### config.mk
export PLATFORM = sky130hd
export DESIGN_NAME = dbp_dbx_dec
export DESIGN_NICKNAME = d
export VERILOG_FILES = /design/src/rtl/dbp_dbx_dec.sv
export SDC_FILE = /design/constraint.sdc
export NUM_CORES = 1
export LEC_CHECK = 0
export ABC_CLOCK_PERIOD_IN_PS = 7210
export CELL_PAD_IN_SITES_DETAIL_PLACEMENT = 1
export CELL_PAD_IN_SITES_GLOBAL_PLACEMENT = 2
export CORE_MARGIN = 5
export CORE_UTILIZATION = 34
export DETAILED_ROUTE_END_ITERATION = 10
export GPL_ROUTABILITY_DRIVEN = 0
export GPL_TIMING_DRIVEN = 0
export PLACE_DENSITY_LB_ADDON = 0.1
export SYNTH_ARGS = -nofsm -noshare
export SYNTH_HDL_FRONTEND = slang
export SYNTH_SLANG_ARGS = --single-unit
### constraint.sdc
create_clock -name clk_i -period 7.21 [get_ports clk_i]
set_input_delay 1.8025 -clock clk_i [delete_from_list [all_inputs] [get_ports clk_i]]
set_output_delay 1.8025 -clock clk_i [all_outputs]
set_load 0.01 [all_outputs]
### src/rtl/dbp_dbx_dec.sv
// dbp_dbx_dec: rebuilds DBP planes, deltas and words from one decoded BPC block and emits
// one word per cycle. Define DBP_DBX_DEC_PREDECODE_EN to add a one-entry predecoded input stage.
module dbp_dbx_dec #(
   parameter int DATA_W     = 8,
   parameter int BLOCK_SIZE = 8
) (
   input  logic                                      clk_i,
   input  logic                                      rst_i,
   input  logic [DATA_W-1:0]                         base_i,
   input  logic [(DATA_W+1)*(BLOCK_SIZE-1)-1:0]      dbx_i,
   input  logic [$clog2(BLOCK_SIZE+1)-1:0]           num_words_i,
   input  logic                                      last_i,
   input  logic                                      vld_i,
   output logic                                      rdy_o,
   output logic [DATA_W-1:0]                         data_o,
   output logic                                      last_o,
   output logic                                      vld_o,
   input  logic                                      rdy_i,
   output logic                                      idle_o
);
   localparam int NDELTA = BLOCK_SIZE - 1;
   localparam int DBX_W  = (DATA_W + 1) * NDELTA;
   localparam int NW     = $clog2(BLOCK_SIZE + 1);

   // Words are summed mod 2^DATA_W, so each delta keeps only its low DATA_W bits.
   typedef logic [NDELTA-1:0][DATA_W-1:0] dlt_t;
   typedef enum logic {IDLE, EMIT} state_t;

   // Undo the DBX xor from the top plane down, then transpose planes into per-delta words.
   function automatic dlt_t decode(input logic [DBX_W-1:0] dbx);
      logic [NDELTA-1:0] plane;
      dlt_t              d;
      plane = '0;
      d     = '0;
      for (int j = DATA_W; j >= 0; j--) begin
         plane = plane ^ dbx[j*NDELTA +: NDELTA];
         if (j < DATA_W) begin
            for (int k = 0; k < NDELTA; k++) d[k][j] = plane[k];
         end
      end
      return d;
   endfunction

   logic              src_vld;
   logic [DATA_W-1:0] src_base;
   dlt_t              src_dlt;
   logic [NW-1:0]     src_num;
   logic              src_last;
   logic              fsm_rdy;
   logic              fsm_load;

   state_t            state_q, state_d;
   logic [NW-1:0]     cnt_q, cnt_d;
   logic [DATA_W-1:0] acc_q, acc_d;
   dlt_t              held_dlt;
   logic [NW-1:0]     held_num;
   logic              held_last;
   logic              final_word;
   logic [DATA_W-1:0] step_dlt;

   assign fsm_load = src_vld && fsm_rdy;

`ifdef DBP_DBX_DEC_PREDECODE_EN
   logic              stage_full;
   logic [DATA_W-1:0] stage_base;
   dlt_t              stage_dlt;
   logic [NW-1:0]     stage_num;
   logic              stage_last;

   // The stage may refill in the same cycle it hands its block to the FSM.
   assign rdy_o = !stage_full || fsm_load;

   always_ff @(posedge clk_i) begin
      if (rst_i) begin
         stage_full <= 1'b0;
         stage_base <= '0;
         stage_dlt  <= '0;
         stage_num  <= '0;
         stage_last <= 1'b0;
      end else if (vld_i && rdy_o) begin
         stage_full <= 1'b1;
         stage_base <= base_i;
         stage_dlt  <= decode(dbx_i);
         stage_num  <= num_words_i;
         stage_last <= last_i;
      end else if (fsm_load) begin
         stage_full <= 1'b0;
      end
   end

   assign src_vld  = stage_full;
   assign src_base = stage_base;
   assign src_dlt  = stage_dlt;
   assign src_num  = stage_num;
   assign src_last = stage_last;
   assign idle_o   = (state_q == IDLE) && !stage_full;
`else
   assign rdy_o    = fsm_rdy;
   assign src_vld  = vld_i;
   assign src_base = base_i;
   assign src_dlt  = decode(dbx_i);
   assign src_num  = num_words_i;
   assign src_last = last_i;
   assign idle_o   = (state_q == IDLE);
`endif

   assign final_word = (cnt_q == held_num - NW'(1));
   assign data_o     = acc_q;

   always_comb begin
      step_dlt = '0;
      for (int k = 0; k < NDELTA; k++) begin
         if (cnt_q == NW'(k)) step_dlt = held_dlt[k];
      end
   end

   // NOTE: every output of this block is given a default first so no path can infer a latch.
   always_comb begin
      state_d = state_q;
      cnt_d   = cnt_q;
      acc_d   = acc_q;
      vld_o   = 1'b0;
      last_o  = 1'b0;
      fsm_rdy = 1'b0;
      case (state_q)
         IDLE: begin
            fsm_rdy = 1'b1;
            if (src_vld) begin
               state_d = EMIT;
               cnt_d   = '0;
               acc_d   = src_base;
            end
         end
         EMIT: begin
            vld_o   = 1'b1;
            last_o  = held_last && final_word;
            fsm_rdy = rdy_i && final_word;
            if (rdy_i) begin
               if (!final_word) begin
                  cnt_d = cnt_q + NW'(1);
                  acc_d = acc_q + step_dlt;
               end else if (src_vld) begin
                  cnt_d = '0;
                  acc_d = src_base;
               end else begin
                  state_d = IDLE;
               end
            end
         end
         default: state_d = IDLE;
      endcase
   end

   // NOTE: sequential state uses non-blocking assignments so all registers update from pre-edge values.
   // NOTE: the held block is cleared on reset too, so a dropped block leaves no stale deltas behind.
   always_ff @(posedge clk_i) begin
      if (rst_i) begin
         state_q   <= IDLE;
         cnt_q     <= '0;
         acc_q     <= '0;
         held_dlt  <= '0;
         held_num  <= '0;
         held_last <= 1'b0;
      end else begin
         state_q <= state_d;
         cnt_q   <= cnt_d;
         acc_q   <= acc_d;
         if (fsm_load) begin
            held_dlt  <= src_dlt;
            held_num  <= src_num;
            held_last <= src_last;
         end
      end
   end

   always_ff @(posedge clk_i) begin
      if (!rst_i && vld_i && rdy_o)
         assert (num_words_i != '0 && num_words_i <= NW'(BLOCK_SIZE));
   end
endmodule
==> results of run 1 <==
[final cells by class]
cell class              count  area share [%]
plain buffers              36            2.85
clock buffers              11            3.91
clock inverters             5            1.25
inverters                  11           0.666
multi-input cells         426            49.3
flip-flops and latches     74            23.9
well taps                 180            3.63
repair buffers             90            14.5
[cells in the mapped netlist, types with 2 or more instances]
cell type	instances	area, um^2
a211o_1	3	26.3
a211oi_1	41	308
a21o_1	4	30.0
a21oi_1	73	365
a22oi_1	2	15.0
buf_2	9	45.0
buf_4	2	15.0
buf_6	3	33.8
clkbuf_1	21	78.8
dfxtp_1	74	1480
ha_1	13	163
inv_1	11	41.3
mux2i_1	3	30.0
nand2_1	71	267
nand3_1	5	25.0
nand3b_1	9	67.6
nand4_1	2	12.5
nor2_1	83	312
nor2b_1	4	25.0
nor3_1	9	45.0
nor3b_1	2	15.0
o211ai_1	2	15.0
o21ai_0	4	20.0
o22ai_1	3	18.8
o31ai_1	2	15.0
or2_2	2	12.5
xnor2_1	30	263
xnor2_4	7	193
xnor3_1	8	180
xnor3_2	7	166
xor2_1	14	123
xor3_2	7	175
[state kept, by name (all words and copies together) (netlist names)]
name,flops
cnt_q,4
data_o,8
held_dlt,56
held_last,1
held_num,4
state_q,1
[routing by layer]
metal | part of all wire (%) | up-vias | GRT usage (%)
met3 | 4.3 | 20 | 4.33
met1 | 45 | 2019 | 24.2
met4 | 1.4 | 0 | 4.62
met5 | 0 | - | 0
met2 | 49 | 78 | 33.2
li1 | - | 2102 | -
[logic make-up after synthesis]
| logic type | after synthesis | share of synthesized area, % |
|---|---|---|
| and+or+nand+nor | 192 | 17.4 |
| AOI/OAI and AO/OA | 143 | 19.1 |
| DFF | 74 | 31.2 |
| xor gates and xnor gates | 73 | 23.1 |
| buffers and inverters | 47 | 4.58 |
| adders and majority gates | 14 | 3.84 |
| muxes | 4 | 0.868 |
[power breakdown]
part | internal, mW | switching, mW
Combinational | 0.227 | 0.218
Sequential | 0.451 | 0.0292
Clock | 0.311 | 0.180
[path summary, 6_finish.rpt]
| check | startpoint | end | slack, ps | cells after the start |
|---|---|---|---|---|
| setup reg to reg | cnt_q[0] | data_o[7] | 2550 | 16 |
| hold reg to reg | held_last | held_last | 450 | 2 |
| hold / removal | held_last | held_last | 450 | 2 |
| setup / recovery | rdy_i | rdy_o | 1980 | 5 |
[critical path, delay by kind of cell]
kind | cells | cell delay, ps
buffers and inverters | 3 | 1330
and+or+nand+nor | 2 | 290
[through the flow]
| stage | instances | cell area, um^2 | hold WS [ps] | total power [mW] | util (%) |
|---|---|---|---|---|---|
| 2_1_floorplan | 547 | 4750 | 427 | 0.785 | - |
| 3_3_place_gp | 817 | 5880 | 441 | 0.930 | 42.7 |
| 3_5_place_dp | 817 | 5880 | 448 | 0.940 | 42.7 |
| 4_1_cts | 833 | 6200 | 454 | 1.44 | 45.0 |
| 5_1_grt | 833 | 6200 | 468 | 1.50 | 45.0 |
| 6_report | 833 | 6200 | 450 | 1.42 | 45.0 |
==> results.yml, run 1 <==
grt:
  grt_pass1_vias: 4480
  grt_max_degree: 13
  antenna_found_initial: 0
  grt_overflow: 0
  globalRouteTotalUtil_pct: 19.2
  grt_pass1_wl_um: 24400
route:
  via_count: 4219
  drc: 0
  drtIter0Drc: 138
  ant_nets: 0
  vias_per_cell: 5.06
  dr.pass1.iters: 4
  wl_per_cell_um: 18.3
  totalWireLength_um: 15300
sta:
  relSlewSlack_pct: 50.6
  setup_tns_ps: 0
  max_freq_mhz: 191
  rsz0062_at_grt: "false"
  tightest_slew_ps: 742
  finalCritPeriodShare_pct: 72.5
  slew_viol_final: 0
  setup_ws_ps: 1980
  setup-violations-final: 0
  finClkSkew_ps: 9.06
  final_hold_viol_count: 0
  period_minus_slack_ps: 5230
power_and_ir_drop:
  peakVddDrop_v: 0.000134
  p_per_area_mw_per_mm2: 228
  p_leak_nw: 2.50
setup_path:
  worstPathArrival_ps: 3420
  max_stage_delay_ps: 570
  crit_top_cell: "clkdlybuf4s50_1"
  path_max_fanout: 8
  path_cells: "clkdlybuf4s50_1 -> nor2b_1 -> clkbuf_1 -> nor2_1 -> clkdlybuf4s50_1"
  cp-start-kind: "primary input"
  cp_data_required_time_ps: 5410
  cpMaxStageDelayCell: "clkdlybuf4s50_1"
  endpoint_kind: "output pin"
  path_class: "primary input to output pin"
die:
  die_h_um: 128
  rows: 43
  dieArea_mm2: 0.0164
  boundaryPins: 92
  start_util_pct: 34.5
  core_area_mm2: 0.0138
  fp.dieW_um: 128
logic_synthesis:
  syn_nets: 641
  synth_edf_count: 0
  avgSynthCellArea_um2: 8.69
  yosysWarnings: 0
  synth_cells: 547
  ys_seq_area_share_pct: 31.2
  ys_types: 49
  ys_ff_latch: 74
  async_flop_share_pct: 0
  syn_area_mm2: 0.00475
  synthFlopType: "dfxtp_1"
clock_tree:
  cts_setup_buffers: 0
  cts.repair.resized: 0
  clock_path_buffers: 2
  clkSinkCount: 74
  worstSkewPairLatency_ps: 350
  h-tree-depth: 3
  cts_hold_buf: 0
  cts_root_buf: "clkbuf_16"
  cts_tree: "built"
  clk_pin_slew_ps: 60
  numCtsBuffers: 9
finish:
  mostFrequentLayoutCell: "clkdlybuf4s50_1"
  fill_cells: 1651
  antenna_cells: 0
  layout_common_cells: "clkdlybuf4s50_1 (90), nor2_1 (83), dfxtp_1 (74)"
  drive_gt1_share_pct: 8.88
  final_net_count: 742
  syn_to_final_growth_pct: 30.4
  final-seq-area_mm2: 0.00148
  multi_input_area_mm2: 0.00306
place:
  pre_cts_ws_ps: 1990
  hpwlAfterDp_um: 12000
  io_buffers: 90
hold_path:
  hold_path.class: "register to register"
run:
  drv_cap: 0
status:
  status: "completed"
Note: power is estimated with default switching activity, not from simulation.
==> inputs of run 2 (changes only) <==
--- a/config.mk
+++ b/config.mk
@@ -5,11 +5,11 @@
 export SDC_FILE = /design/constraint.sdc
 export NUM_CORES = 1
 export LEC_CHECK = 0
-export ABC_CLOCK_PERIOD_IN_PS = 7210
+export ABC_CLOCK_PERIOD_IN_PS = 4300
 export CELL_PAD_IN_SITES_DETAIL_PLACEMENT = 1
 export CELL_PAD_IN_SITES_GLOBAL_PLACEMENT = 2
 export CORE_MARGIN = 5
-export CORE_UTILIZATION = 34
+export CORE_UTILIZATION = 28
 export DETAILED_ROUTE_END_ITERATION = 10
 export GPL_ROUTABILITY_DRIVEN = 0
 export GPL_TIMING_DRIVEN = 0
==> constraint.sdc (replaced) <==
create_clock -name clk_i -period 4.3 [get_ports clk_i]
set_input_delay 1.075 -clock clk_i [delete_from_list [all_inputs] [get_ports clk_i]]
set_output_delay 1.075 -clock clk_i [all_outputs]
set_load 0.01 [all_outputs]
==> results.yml, run 2 (same netlist as run 1, synthesis figures left out) <==
route:
  totalWireLength_um: 16100
  vias_per_cell: 4.77
  via_count: 4162
  dr.pass1.iters: 4
  drc: 0
  ant_nets: 0
  wl_per_cell_um: 18.4
  drtIter0Drc: 100
finish:
  syn_to_final_growth_pct: 31.7
  regMostFlops: "held_dlt"
  largest_reg_flops: 56
  drive_gt1_share_pct: 10.3
  fin_area_mm2: 0.00626
  antenna_cells: 0
  mostFrequentLayoutCell: "clkdlybuf4s50_1"
  layout_common_cells: "clkdlybuf4s50_1 (90), nor2_1 (83), dfxtp_1 (74)"
  final_net_count: 742
  instances_no_fill: 873
setup_path:
  startpoint: "held_num[0]"
  path_max_fanout: 10
  crit_end: "rdy_o"
  crit_cells: 9
  rr_worst_depth: 16
  r2r-end: "data_o[7]"
  cpMaxStageDelayCell: "clkdlybuf4s50_1"
  endpoint_kind: "output pin"
  cp-start-kind: "register"
  worstPathArrival_ps: 2950
  path_cells: "inv_1 -> ha_1 -> xor2_1 -> nand3_1 -> o21ai_4 -> buf_2 -> inv_1 -> nor2_1 -> clkdlybuf4s50_1"
  r2r_start: "cnt_q[0]"
  r2r_slack_ps: 280
  path_class: "register to output pin"
  max_stage_delay_ps: 580
  path_buf_inv: 4
  path_delay_family: "buffers and inverters"
  crit_top_cell: "inv_1"
  cp_data_required_time_ps: 3220
clock_tree:
  cts_hold_buf: 0
  cts_tree: "built"
  clkSinkCount: 74
  cts_root_buf: "clkbuf_16"
  clk_pin_slew_ps: 60
  clock_path_buffers: 2
  worstSkewPairLatency_ps: 340
  h-tree-depth: 3
  numCtsBuffers: 9
sta:
  max_freq_mhz: 248
  slew_viol_final: 0
  final_hold_viol_count: 0
  finalCritPeriodShare_pct: 93.6
  relSlewSlack_pct: 46.4
  finClkSkew_ps: 6.27
  period_minus_slack_ps: 4030
  setup-violations-final: 0
  setup_tns_ps: 0
  rsz0062_at_grt: "false"
  tightest_slew_ps: 804
die:
  start_util_pct: 28.6
  boundaryPins: 92
  die_h_um: 140
  core_area_mm2: 0.0166
  fp.dieW_um: 140
  dieArea_mm2: 0.0197
  rows: 47
hold_path:
  hold_path.class: "register to register"
power_and_ir_drop:
  peakVddDrop_v: 0.000192
  p_per_area_mw_per_mm2: 374
  p_leak_nw: 2.51
run:
  drv_cap: 0
place:
  hpwlAfterDp_um: 12800
  io_buffers: 90
  post_dp_cell_area_mm2: 0.00593
  dp_cells: 857
grt:
  grt_pass1_wl_um: 25800
  antenna_found_initial: 0
  grt_pass1_vias: 4555
  grt_max_degree: 13
  globalRouteTotalUtil_pct: 16.9
  grt_overflow: 0
status:
  status: "completed"
## run 2: cell count changes in the layout (fill, tap and decap cells not counted)
cell / previous run / this run
o21ai_2: 1 / 0
ha_1: 13 / 12
a211oi_1: 41 / 40
buf_4: 2 / 3
bufinv_16: 2 / 1
clkbuf_1: 22 / 15
clkbuf_2: 0 / 5
clkinv_2: 2 / 3
o21ai_4: 0 / 1
clkbuf_8: 1 / 2
a211oi_2: 0 / 1
ha_2: 0 / 1
## run 2: through the flow
stage	util, %	hold WS (ps)	worst slack [ps]	total power, mW
final	37.6	456	273	2.34
after global routing	37.6	478	20.6	2.48
after CTS	37.5	459	27.6	2.38
after detailed placement	35.6	451	-278	1.58
after global placement	35.6	442	-316	1.57
after floorplan	-	427	673	1.32
## run 2: layer usage
layer / vias up / global-route usage (%) / wire, um
li1: 2104 / - / -
met1: 1965 / 21.6 / 7330
met2: 81 / 29.2 / 7880
met3: 12 / 3.27 / 679
met4: 0 / 4.28 / 205
met5: - / 0 / 0
## run 2: tightest hold or removal path: cells and delay by family (launching register included)
family	cells	cell delay [ps]
flops	1	310
simple gates	1	50
compound gates	1	50
## run 2: timing repair
action,in CTS,in global routing
setup buffers,0,1
resized for setup,3,8
endpoints found under the setup margin,1,4
pin swaps,0,1
## run 2: worst min path at each step
stage	from	end	slack, ps	cells after the start
2_1_floorplan	held_last	held_last	430	2
3_3_place_gp	held_dlt[14]	held_dlt[14]	440	2
3_5_place_dp	held_dlt[4]	held_dlt[4]	450	2
4_1_cts	held_dlt[4]	held_dlt[4]	460	2
5_1_grt	held_dlt[12]	held_dlt[12]	480	2
6_report	held_last	held_last	460	2
## run 2: where the power goes
part | switching [mW] | leakage, nW | internal [mW] | total, mW
Clock | 0.305 | 0.151 | 0.478 | 0.783
Sequential | 0.0488 | 0.610 | 0.757 | 0.806
Combinational | 0.371 | 1.75 | 0.384 | 0.755
Total | 0.725 | 2.51 | 1.62 | 2.34
## run 2: final cells by class
type                    instances  area [um^2]
fillers                      1959        10400
multi-input cells             426         3070
flip-flops and latches         74         1480
repair buffers                 91          908
well taps                     220          275
clock buffers                  11          253
plain buffers                  35          179
clock inverters                 5         52.6
inverters                      11         41.3
==> inputs of run 3 (changes only) <==
--- a/config.mk
+++ b/config.mk
@@ -8,7 +8,6 @@
 export ABC_CLOCK_PERIOD_IN_PS = 4300
 export CELL_PAD_IN_SITES_DETAIL_PLACEMENT = 1
 export CELL_PAD_IN_SITES_GLOBAL_PLACEMENT = 2
-export CORE_MARGIN = 5
 export CORE_UTILIZATION = 28
 export DETAILED_ROUTE_END_ITERATION = 10
 export GPL_ROUTABILITY_DRIVEN = 0
==> results.yml, run 3 (same netlist as run 1, synthesis figures left out) <==
power_and_ir_drop:
  clock_power_share_pct: 35.7
  switching_share_pct: 30.5
  p_per_area_mw_per_mm2: 385
  p_leak_nw: 2.53
  internal_power_mw: 1.68
  pwr-share-comb_pct: 31.1
  p_sw_uw: 738
  seqPwrFrac_pct: 33.2
  peakVddDrop_v: 0.000187
die:
  start_util_pct: 28.7
  boundaryPins: 92
  core_area_mm2: 0.0166
  rows: 47
  fp.dieW_um: 132
  die_h_um: 132
  dieArea_mm2: 0.0175
sta:
  final_hold_viol_count: 0
  period_minus_slack_ps: 4160
  relSlewSlack_pct: 51.5
  finClkSkew_ps: 7.79
  max_freq_mhz: 240
  finalCritPeriodShare_pct: 96.8
  setup-violations-final: 0
  setup_ws_ps: 139
  tightest_slew_ps: 722
  slew_viol_final: 0
  rsz0062_at_grt: "false"
place:
  post_dp_cell_area_mm2: 0.00593
  hpwlAfterDp_um: 12200
  io_buffers: 90
  dp_cells: 857
  pre_cts_ws_ps: -461
route:
  dr.pass1.iters: 4
  ant_nets: 0
  drtIter0Drc: 94
  drc: 0
  totalWireLength_um: 15400
  via_count: 4198
  vias_per_cell: 4.80
  wl_per_cell_um: 17.6
setup_path:
  path_cells: "ha_1 -> clkbuf_2 -> clkbuf_2 -> nand2_1 -> a21oi_1 -> a21oi_1 -> nor2_1 -> a211oi_2 -> a211oi_2 -> ha_1 -> a21o_1 -> a21o_1 -> a211o_1 -> a211o_1 -> a2111oi_0 -> nor3b_1"
  worstPathArrival_ps: 4380
  r2r_slack_ps: 140
  r2r_start: "cnt_q[0]"
  path_class: "register to register"
  cp_data_required_time_ps: 4520
  startpoint: "cnt_q[0]"
  endpoint_kind: "register"
  cp-start-kind: "register"
  cpMaxStageDelayCell: "dfxtp_1"
  path_max_fanout: 10
  max_stage_delay_ps: 490
hold_path:
  hold_path.class: "register to register"
  hp-start: "held_last"
finish:
  instances_no_fill: 874
  syn_to_final_growth_pct: 32.5
  mostFrequentLayoutCell: "clkdlybuf4s50_1"
  fin_util_pct: 38.0
  layout_common_cells: "clkdlybuf4s50_1 (90), nor2_1 (83), dfxtp_1 (74)"
  final_net_count: 743
  fin_area_mm2: 0.00630
  drive_gt1_share_pct: 10.6
  largest_reg_flops: 56
  antenna_cells: 0
  regMostFlops: "held_dlt"
clock_tree:
  clock_path_buffers: 2
  cts_tree: "built"
  h-tree-depth: 3
  clk_pin_slew_ps: 60
  clkSinkCount: 74
  worstSkewPairLatency_ps: 350
  cts_root_buf: "clkbuf_16"
  numCtsBuffers: 9
grt:
  antenna_found_initial: 0
  globalRouteTotalUtil_pct: 18.7
  grt_pass1_vias: 4478
  grt_max_degree: 14
  grt_overflow: 0
  grt_pass1_wl_um: 24800
run:
  drv_cap: 0
status:
  status: "completed"
run 3: cell types whose count changed in the layout (fill, tap and decap cells not counted):
cell / previous run / this run
a211oi_2: 1 / 3
bufinv_16: 1 / 2
a211oi_1: 40 / 38
ha_2: 1 / 0
buf_2: 9 / 10
o21ai_2: 0 / 1
ha_1: 12 / 13
clkinv_4: 0 / 1
inv_6: 0 / 1
o21ai_4: 1 / 0
clkinv_2: 3 / 0
run 3: final timing paths:
kind | endpoint | cells after the start
setup / recovery | data_o[7] | 16
setup reg to reg | data_o[7] | 16
hold reg to reg | held_last | 2
hold / removal | held_last | 2
run 3: worst max-delay path, delay by kind of cell (launching register included):
kind / cells / cell delay, ps
flip-flops: 1 / 490
AO/OA/AOI/OAI: 9 / 2060
AND/OR/NAND/NOR: 3 / 320
buffers and inverters: 2 / 530
adder cells (fa/ha/maj): 2 / 630
run 3: cell type report:
| cell class | count | area, um^2 |
|---|---|---|
| Fill cell | 1944 | 10300 |
| Clock buffer | 11 | 253 |
| Buffer | 36 | 184 |
| Sequential cell | 74 | 1480 |
| Tap cell | 220 | 275 |
| Inverter | 11 | 41.3 |
| Timing Repair Buffer | 91 | 908 |
| Multi-Input combinational cell | 426 | 3070 |
| Clock inverter | 5 | 85.1 |
run 3: per-stage QoR:
| step | power (mW) | setup TNS, ps | hold slack [ps] |
|---|---|---|---|
| 2_1_floorplan | 1.32 | 0 | 427 |
| 3_3_place_gp | 1.56 | -336 | 441 |
| 3_5_place_dp | 1.58 | -461 | 448 |
| 4_1_cts | 2.45 | 0 | 457 |
| 5_1_grt | 2.57 | 0 | 482 |
| 6_report | 2.42 | 0 | 453 |
run 3: repair_timing:
item	4_1_cts	5_1_grt
hold buffers	0	0
pin swaps	0	1
buffers inserted	0	1
endpoints found under the hold margin	0	0
setup endpoints to repair	1	3
gates resized for setup	4	9
gates cloned	0	0
run 3: routing by layer:
| layer | global-route usage [%] | vias to the layer above | wire length, um |
|---|---|---|---|
| met1 | 23.2 | 2028 | 7150 |
| met3 | 4.04 | 13 | 458 |
| met5 | 0 | - | 0 |
| met2 | 32.7 | 65 | 7540 |
| li1 | - | 2092 | - |
| met4 | 4.53 | 0 | 213 |
run 3: power by group through the flow:
stage	sequential, mW	combinational [mW]	clock [mW]
6_report	0.805	0.754	0.864
5_1_grt	0.815	0.829	0.921
4_1_cts	0.804	0.764	0.884
3_5_place_dp	0.819	0.756	0
3_3_place_gp	0.817	0.746	0
2_1_floorplan	0.809	0.508	0
